**src/rtl/mem_host_arbiter.sv**
```systemverilog
// mem_host_arbiter: hands a single memory port to either the CPU or the
// external programming port. Ownership changes go through a SWITCH gap of
// SWITCH_GAP idle cycles. An owner clear request goes through a CLEAR state.
// All memory drive outputs are registered, so they appear one cycle after
// the request is accepted.
// Build option MEM_CLR_SEQ_EN: when defined, CLEAR writes zero to every
// address. When undefined, CLEAR is a single cycle that pulses mem_clr.
module mem_host_arbiter #(
  parameter int ADDR_W     = 12,
  parameter int DATA_W     = 32,
  parameter int SWITCH_GAP = 2
) (
  input  logic              main_clk,
  input  logic              reset,
  input  logic              cpu_en,
  input  logic              ext_req,
  input  logic              ext_rw,
  input  logic              ext_clr,
  input  logic [ADDR_W-1:0] ext_addr,
  input  logic [DATA_W-1:0] ext_wdata,
  output logic              ext_ack,
  input  logic              cpu_req,
  input  logic              cpu_rw,
  input  logic              cpu_clr,
  input  logic [ADDR_W-1:0] cpu_addr,
  input  logic [DATA_W-1:0] cpu_wdata,
  output logic              cpu_ack,
  output logic              cpu_run,
  output logic              mem_en,
  output logic              mem_rw,
  output logic              mem_clr,
  output logic [ADDR_W-1:0] mem_addr,
  output logic [DATA_W-1:0] mem_wdata,
  output logic              busy,
  output logic              owner
);

  typedef enum logic [1:0] {S_EXT, S_CPU, S_SWITCH, S_CLEAR} state_t;

  state_t            state_q, state_d;
  logic              owner_q, owner_d;
  logic [3:0]        sw_cnt_q, sw_cnt_d;
  logic              mem_en_q, mem_en_d;
  logic              mem_rw_q, mem_rw_d;
  logic              mem_clr_q, mem_clr_d;
  logic [ADDR_W-1:0] mem_addr_q, mem_addr_d;
  logic [DATA_W-1:0] mem_wdata_q, mem_wdata_d;
`ifdef MEM_CLR_SEQ_EN
  logic [ADDR_W-1:0] clr_cnt_q, clr_cnt_d;
`endif

  // Select the request signals of the side that currently owns the memory
  logic              in_cpu, in_owner;
  logic              own_req, own_rw, own_clr, acc;
  logic [ADDR_W-1:0] own_addr;
  logic [DATA_W-1:0] own_wdata;

  assign in_cpu    = (state_q == S_CPU);
  assign in_owner  = (state_q == S_CPU) || (state_q == S_EXT);
  assign own_req   = in_cpu ? cpu_req   : ext_req;
  assign own_rw    = in_cpu ? cpu_rw    : ext_rw;
  assign own_clr   = in_cpu ? cpu_clr   : ext_clr;
  assign own_addr  = in_cpu ? cpu_addr  : ext_addr;
  assign own_wdata = in_cpu ? cpu_wdata : ext_wdata;

  // A clear request wins over a request in the same cycle, so that request is dropped
  assign acc     = reset && in_owner && own_req && !own_clr;
  assign ext_ack = acc && (state_q == S_EXT);
  assign cpu_ack = acc && (state_q == S_CPU);

  assign cpu_run   = (state_q == S_CPU);
  assign busy      = (state_q == S_SWITCH) || (state_q == S_CLEAR);
  assign owner     = owner_q;
  assign mem_en    = mem_en_q;
  assign mem_rw    = mem_rw_q;
  assign mem_clr   = mem_clr_q;
  assign mem_addr  = mem_addr_q;
  assign mem_wdata = mem_wdata_q;

  // Next-state logic and registered memory drive.
  // mem_addr, mem_wdata and mem_rw keep their last value unless a new access is issued.
  always_comb begin
    state_d     = state_q;
    owner_d     = owner_q;
    sw_cnt_d    = sw_cnt_q;
    mem_en_d    = 1'b0;
    mem_clr_d   = 1'b0;
    mem_rw_d    = mem_rw_q;
    mem_addr_d  = mem_addr_q;
    mem_wdata_d = mem_wdata_q;
`ifdef MEM_CLR_SEQ_EN
    clr_cnt_d   = clr_cnt_q;
`endif
    case (state_q)
      S_EXT, S_CPU: begin
        if (acc) begin
          mem_en_d    = 1'b1;
          mem_rw_d    = own_rw;
          mem_addr_d  = own_addr;
          mem_wdata_d = own_wdata;
        end
        if (own_clr) begin
          state_d = S_CLEAR;
`ifdef MEM_CLR_SEQ_EN
          // The first zero write goes out in the first CLEAR cycle
          clr_cnt_d   = '0;
          mem_en_d    = 1'b1;
          mem_rw_d    = 1'b1;
          mem_addr_d  = '0;
          mem_wdata_d = '0;
`else
          mem_clr_d   = 1'b1;
`endif
        end else if (cpu_en != owner_q) begin
          // A request accepted this cycle still goes out on the first SWITCH cycle
          state_d  = S_SWITCH;
          sw_cnt_d = '0;
        end
      end
      S_SWITCH: begin
        // cpu_en is not looked at here: the gap always runs to completion
        if (sw_cnt_q == 4'(SWITCH_GAP - 1)) begin
          owner_d  = ~owner_q;
          state_d  = owner_q ? S_EXT : S_CPU;
          sw_cnt_d = '0;
        end else begin
          sw_cnt_d = sw_cnt_q + 4'd1;
        end
      end
      S_CLEAR: begin
`ifdef MEM_CLR_SEQ_EN
        if (clr_cnt_q == '1) begin
          state_d = owner_q ? S_CPU : S_EXT;
        end else begin
          clr_cnt_d   = clr_cnt_q + 1'b1;
          mem_en_d    = 1'b1;
          mem_rw_d    = 1'b1;
          mem_addr_d  = clr_cnt_q + 1'b1;
          mem_wdata_d = '0;
        end
`else
        state_d = owner_q ? S_CPU : S_EXT;
`endif
      end
      default: state_d = S_EXT;
    endcase
  end

  // State and output registers; reset abandons any SWITCH or CLEAR in progress
  always_ff @(posedge main_clk or negedge reset) begin
    if (!reset) begin
      state_q     <= S_EXT;
      owner_q     <= 1'b0;
      sw_cnt_q    <= '0;
      mem_en_q    <= 1'b0;
      mem_rw_q    <= 1'b0;
      mem_clr_q   <= 1'b0;
      mem_addr_q  <= '0;
      mem_wdata_q <= '0;
`ifdef MEM_CLR_SEQ_EN
      clr_cnt_q   <= '0;
`endif
    end else begin
      state_q     <= state_d;
      owner_q     <= owner_d;
      sw_cnt_q    <= sw_cnt_d;
      mem_en_q    <= mem_en_d;
      mem_rw_q    <= mem_rw_d;
      mem_clr_q   <= mem_clr_d;
      mem_addr_q  <= mem_addr_d;
      mem_wdata_q <= mem_wdata_d;
`ifdef MEM_CLR_SEQ_EN
      clr_cnt_q   <= clr_cnt_d;
`endif
    end
  end

endmodule

```
**config.mk**
```make
export PLATFORM = sky130hd
export DESIGN_NAME = mem_host_arbiter
export DESIGN_NICKNAME = d
export VERILOG_FILES = /design/src/rtl/mem_host_arbiter.sv
export SDC_FILE = /design/constraint.sdc
export NUM_CORES = 1
export LEC_CHECK = 0
export CORE_ASPECT_RATIO = 0.9
export CORE_MARGIN = 5
export CORE_UTILIZATION = 58
export CTS_CLUSTER_DIAMETER = 80
export CTS_CLUSTER_SIZE = 30
export DETAILED_ROUTE_END_ITERATION = 10
export DONT_BUFFER_PORTS = 1
export GPL_TIMING_DRIVEN = 0
export HOLD_SLACK_MARGIN = 0.05
export PLACE_DENSITY_LB_ADDON = 0.1
export SLEW_MARGIN = 15
export SYNTH_ARGS = -nofsm -noshare
export SYNTH_HDL_FRONTEND = slang
export SYNTH_SLANG_ARGS = --single-unit
```
**constraint.sdc**
```tcl
create_clock -name main_clk -period 3.6 [get_ports main_clk]
set_input_delay 0.72 -clock main_clk [delete_from_list [all_inputs] [get_ports main_clk]]
set_output_delay 0.72 -clock main_clk [all_outputs]
set_load 0.02 [all_outputs]
```
# Word level (Yosys, flattened, before mapping)
# Index checks and enable logic that the tools add are counted.
# word_totals
wordCells	53
inputBits	97
reg_bits	54
# op_classes
bitwise_logic	1
n_reduce_logical	15
n_addsub	1
n_eq_ne	9
n_mux	19
# ops
op	n
32-bit two-way mux	1
12-bit two-way mux	1
4-bit two-way mux	3
1-bit two-way mux	9
4-bit case mux with 2 select lines	1
2-bit two-way mux	3
2-bit case mux with 3 select lines	1
2-bit AND reduction	3
1-bit logical AND	5
4-bit by 1-bit adder with 4-bit output (second input constant)	1
2-bit equality test (second input constant)	2
4-bit by 1-bit equality test with 1-bit output (second input constant)	1
2-bit != test (second input constant)	2
3-bit != test (second input constant)	1
3-bit AND reduction	1
2-bit by 1-bit equality test with 1-bit output (second input constant)	1
2-bit zero test	1
1-bit logical OR	2
2-bit by 1-bit != test with 1-bit output (second input constant)	1
2-bit nonzero test	1
2-bit OR reduction	1
1-bit zero test	1
1-bit != test	1
1-bit NOT	1

# Logic depth before layout (Yosys ltp)
# depth
word_depth	7
mapped_depth	7
mapped_depth_nobuf	6

# Least setup slack after synthesis
# OpenSTA, ideal clock, no wires.
# synth_path
path_type	input -> output
from	in reset
to	out ext_ack
t_required_ns	2.880
stages	2
arrival_ns	1.590
path_slack_ns	1.290
n_path_buf	0
path_cell_list	nand2b_1 -> nor4b_1
# synth_via
elab_chain_cells	4
# synth_lines
element	line	rtl
from (decl)	14	input logic reset,
1-bit logical AND (3 in series)	67	assign acc = reset && in_owner && own_req && !own_clr;
1-bit logical AND	68	assign ext_ack = acc && (state_q == S_EXT);
to (decl)	21	output logic ext_ack,
# Every way passes these cells.

# Worst setup path in the final report
# layout_path
from	reg state_q[1]
to	out ext_ack
# layout_via
elab_chain_cells	6
# layout_lines
element	line	rtl
from (decl)	40	state_t state_q, state_d;
from (signal assigned)	164	state_q <= state_d;
2-bit by 1-bit equality test with 1-bit output or 2-bit zero test (tied branches)	58, 59, 68	
1-bit logical OR	59	assign in_owner = (state_q == S_CPU) || (state_q == S_EXT);
1-bit logical AND (3 in series)	67	
1-bit logical AND *	68	
# Mark *: on every way between the ends. The rest lies on a longest branch, timed or not.

==> flow_summary.json <==
{
  "ys_ff_latch": 54,
  "htreeDepth": 2,
  "final.min_clock_period_ns": 2.61,
  "row_count": 22,
  "worstSetupPathType": "flop to primary output",
  "yosysWarnings": 0,
  "layout_common_cells": "nand2_1, dfrtp_1, nor2_1",
  "syn_area_per_cell_sq_um": 8.56,
  "dr.pass1.iters": 6,
  "port_buffers": 0,
  "finalSetupTns_ns": 0,
  "antenna_found_initial": 0,
  "whs_ns": 0.103,
  "dpl-instance-area_sq_um": 2600,
  "max_freq_mhz": 383,
  "leakage_nw": 1.19,
  "initial_core_util_pct": 60.8,
  "cts_tree": "yes",
  "antenna_cells": 0,
  "relSlewSlack_pct": 34.2,
  "routed_wl_mm": 6.53,
  "finalSetupViolations": 0,
  "maxCapViolCount": 0,
  "wl_per_cell_um": 18.0,
  "syn_area_sq_um": 2530,
  "power_density_nw_per_um2": 1020,
  "clockBufferDepth": 2,
  "ys_types": 29,
  "total_power_mw": 2.75,
  "viasPerCell": 5.76,
  "status": "complete, no violations",
  "finalWorstSetupSlack_ns": 0.991,
  "grt-ovfl-total": 0,
  "gp_congestion": 0.746,
  "worst_pin_slew_ns": 0.973,
  "drtAntennaViolNets": 0,
  "drtIter0Drc": 78,
  "grt_max_degree": 57,
  "cts-root-buf": "clkbuf_8",
  "ios": 149,
  "clkTransAtPathRegs_ns": 0.09,
  "worstSetupEndpointType": "primary output",
  "syn_to_final_growth_pct": 7.18,
  "grt_usage_pct": 22.1,
  "vias": 2092,
  "drc": 0,
  "layout.nets": 401,
  "clock_skew_ns": 0.00632,
  "syn_nets": 394,
  "cts_sinks": 54,
  "layout_commonest_cell": "nand2_1",
  "dieArea_sq_um": 5780,
  "final_util_pct": 65.1,
  "synth_area_leader_cell": "dfrtp_1",
  "cts_buffers": 5,
  "worst_setup_path_start_kind": "flop",
  "rsz0062_at_grt": "false",
  "dp_hpwl_mm": 4.84,
  "ys_seq_area_share_pct": 53.5,
  "postSynthCellCount": 295,
  "first_global_vias": 2024,
  "postCtsHoldBufs": 0,
  "synth_top_area_share_pct": 53.5,
  "timing.final.max_slew_violations": 0,
  "fin_cells": 363,
  "stdcell_area_sq_um": 2710,
  "postCtsSetupBuffers": 0,
  "drive_gt1_share_pct": 5.28,
  "grt_pass1_wl_mm": 9.89,
  "cp.arrival_ns": 1.89,
  "coreArea_sq_um": 4160,
  "synth.area.top_cells": "dfrtp_1, nand2_1, a31oi_1",
  "ir_drop_mv": 0.487,
  "die_w_um": 79.6,
  "worstPathRequired_ns": 2.88,
  "die_h_um": 72.6,
  "pre_cts_ws_ns": 1.21,
  "cts-resized-gates": 0,
  "fin_crit_sh_pct": 72.5,
  "clk_latency_ns": 0.31,
  "worst-path-max-fanout": 10,
  "hold_viol": 0,
  "hold_path_class": "input pin to asynchronous set/reset pin",
  "dp.cells": 355
}
-- cells by family (layout without fill, tap and decap cells) --
kind of cell	count (synthesis)	count (layout)	share of synthesized area (%)
AO/OA/AOI/OAI	58	58	15.8
buffers and inverters	26	34	4.21
adder cells (fa/ha/maj)	2	2	0.990
AND/OR/NAND/NOR	151	151	24.1
XOR/XNOR	3	3	1.04
flip-flops	54	54	53.5
multiplexers	1	1	0.396
-- area by class of cell --
cell class / instances / area [sq um]
sequential: 54 / 1350
inverter: 3 / 11.3
buffer: 23 / 95.1
multi-input combinational: 215 / 1070
fill: 401 / 1450
clock inverter: 1 / 30.0
clock buffer: 7 / 76.3
tap: 60 / 75.1
-- per-layer routing --
| metal | vias to the layer above | track usage [%] | wire (um) |
|---|---|---|---|
| li1 | 1005 | - | - |
| met1 | 992 | 27.2 | 2600 |
| met2 | 90 | 36.6 | 3190 |
| met3 | 5 | 7.65 | 679 |
| met4 | 0 | 6.87 | 66 |
| met5 | - | 0 | 0 |
-- power breakdown --
part           switching [mW]  internal (mW)  leakage, nW
combinational           0.563          0.345        0.524
sequential              0.547          0.896        0.618
clock                   0.190          0.208       0.0524
-- Yosys cell counts --
| cell | instances |
|---|---|
| nand2_1 | 90 |
| dfrtp_1 | 54 |
| nor2_1 | 48 |
| a31oi_1 | 45 |
| clkbuf_1 | 16 |
| buf_2 | 7 |
| a21o_1 | 3 |
| nor3b_1 | 3 |
| xor2_1 | 3 |
| a21oi_1 | 2 |
| ha_1 | 2 |
| inv_1 | 2 |
| nand2b_1 | 2 |
| nor3_1 | 2 |
| o2bb2ai_1 | 2 |
| a2111oi_4 | 1 |
| a211o_1 | 1 |
| a211oi_1 | 1 |
| a221o_1 | 1 |
| a2bb2oi_1 | 1 |
| and3_1 | 1 |
| and3b_1 | 1 |
| inv_2 | 1 |
| mux2i_1 | 1 |
| nand3_1 | 1 |
| nand3b_1 | 1 |
| nor4b_1 | 1 |
| o21ai_0 | 1 |
| or3b_2 | 1 |
-- sequential cells by signal, summed over array words and instances (netlist names) --
signal,flops
mem_wdata,32
mem_addr,12
sw_cnt_q,4
state_q,2
mem_clr,1
mem_en,1
mem_rw,1
owner,1
-- critical path: stages (launching register included) --
cell	delay, ns
dfrtp_1	0.38
buf_2	0.17
nand2b_1	0.20
nor4b_1	0.85
-- final timing paths --
kind / slack [ns] / depth (start not counted) / from / end
worst max-delay path: 0.99 / 3 / state_q[1] / ext_ack
worst min-delay path: 0.10 / 0 / reset / mem_wdata[3]
worst max register to register: 1.43 / 6 / state_q[0] / mem_addr[7]
worst min register to register: 0.56 / 1 / sw_cnt_q[1] / sw_cnt_q[1]
max in group asynchronous: 3.40 / 0 / reset / owner
min in group main_clk: 0.55 / 2 / cpu_wdata[29] / mem_wdata[29]
Power figures use the tool's default switching activity.
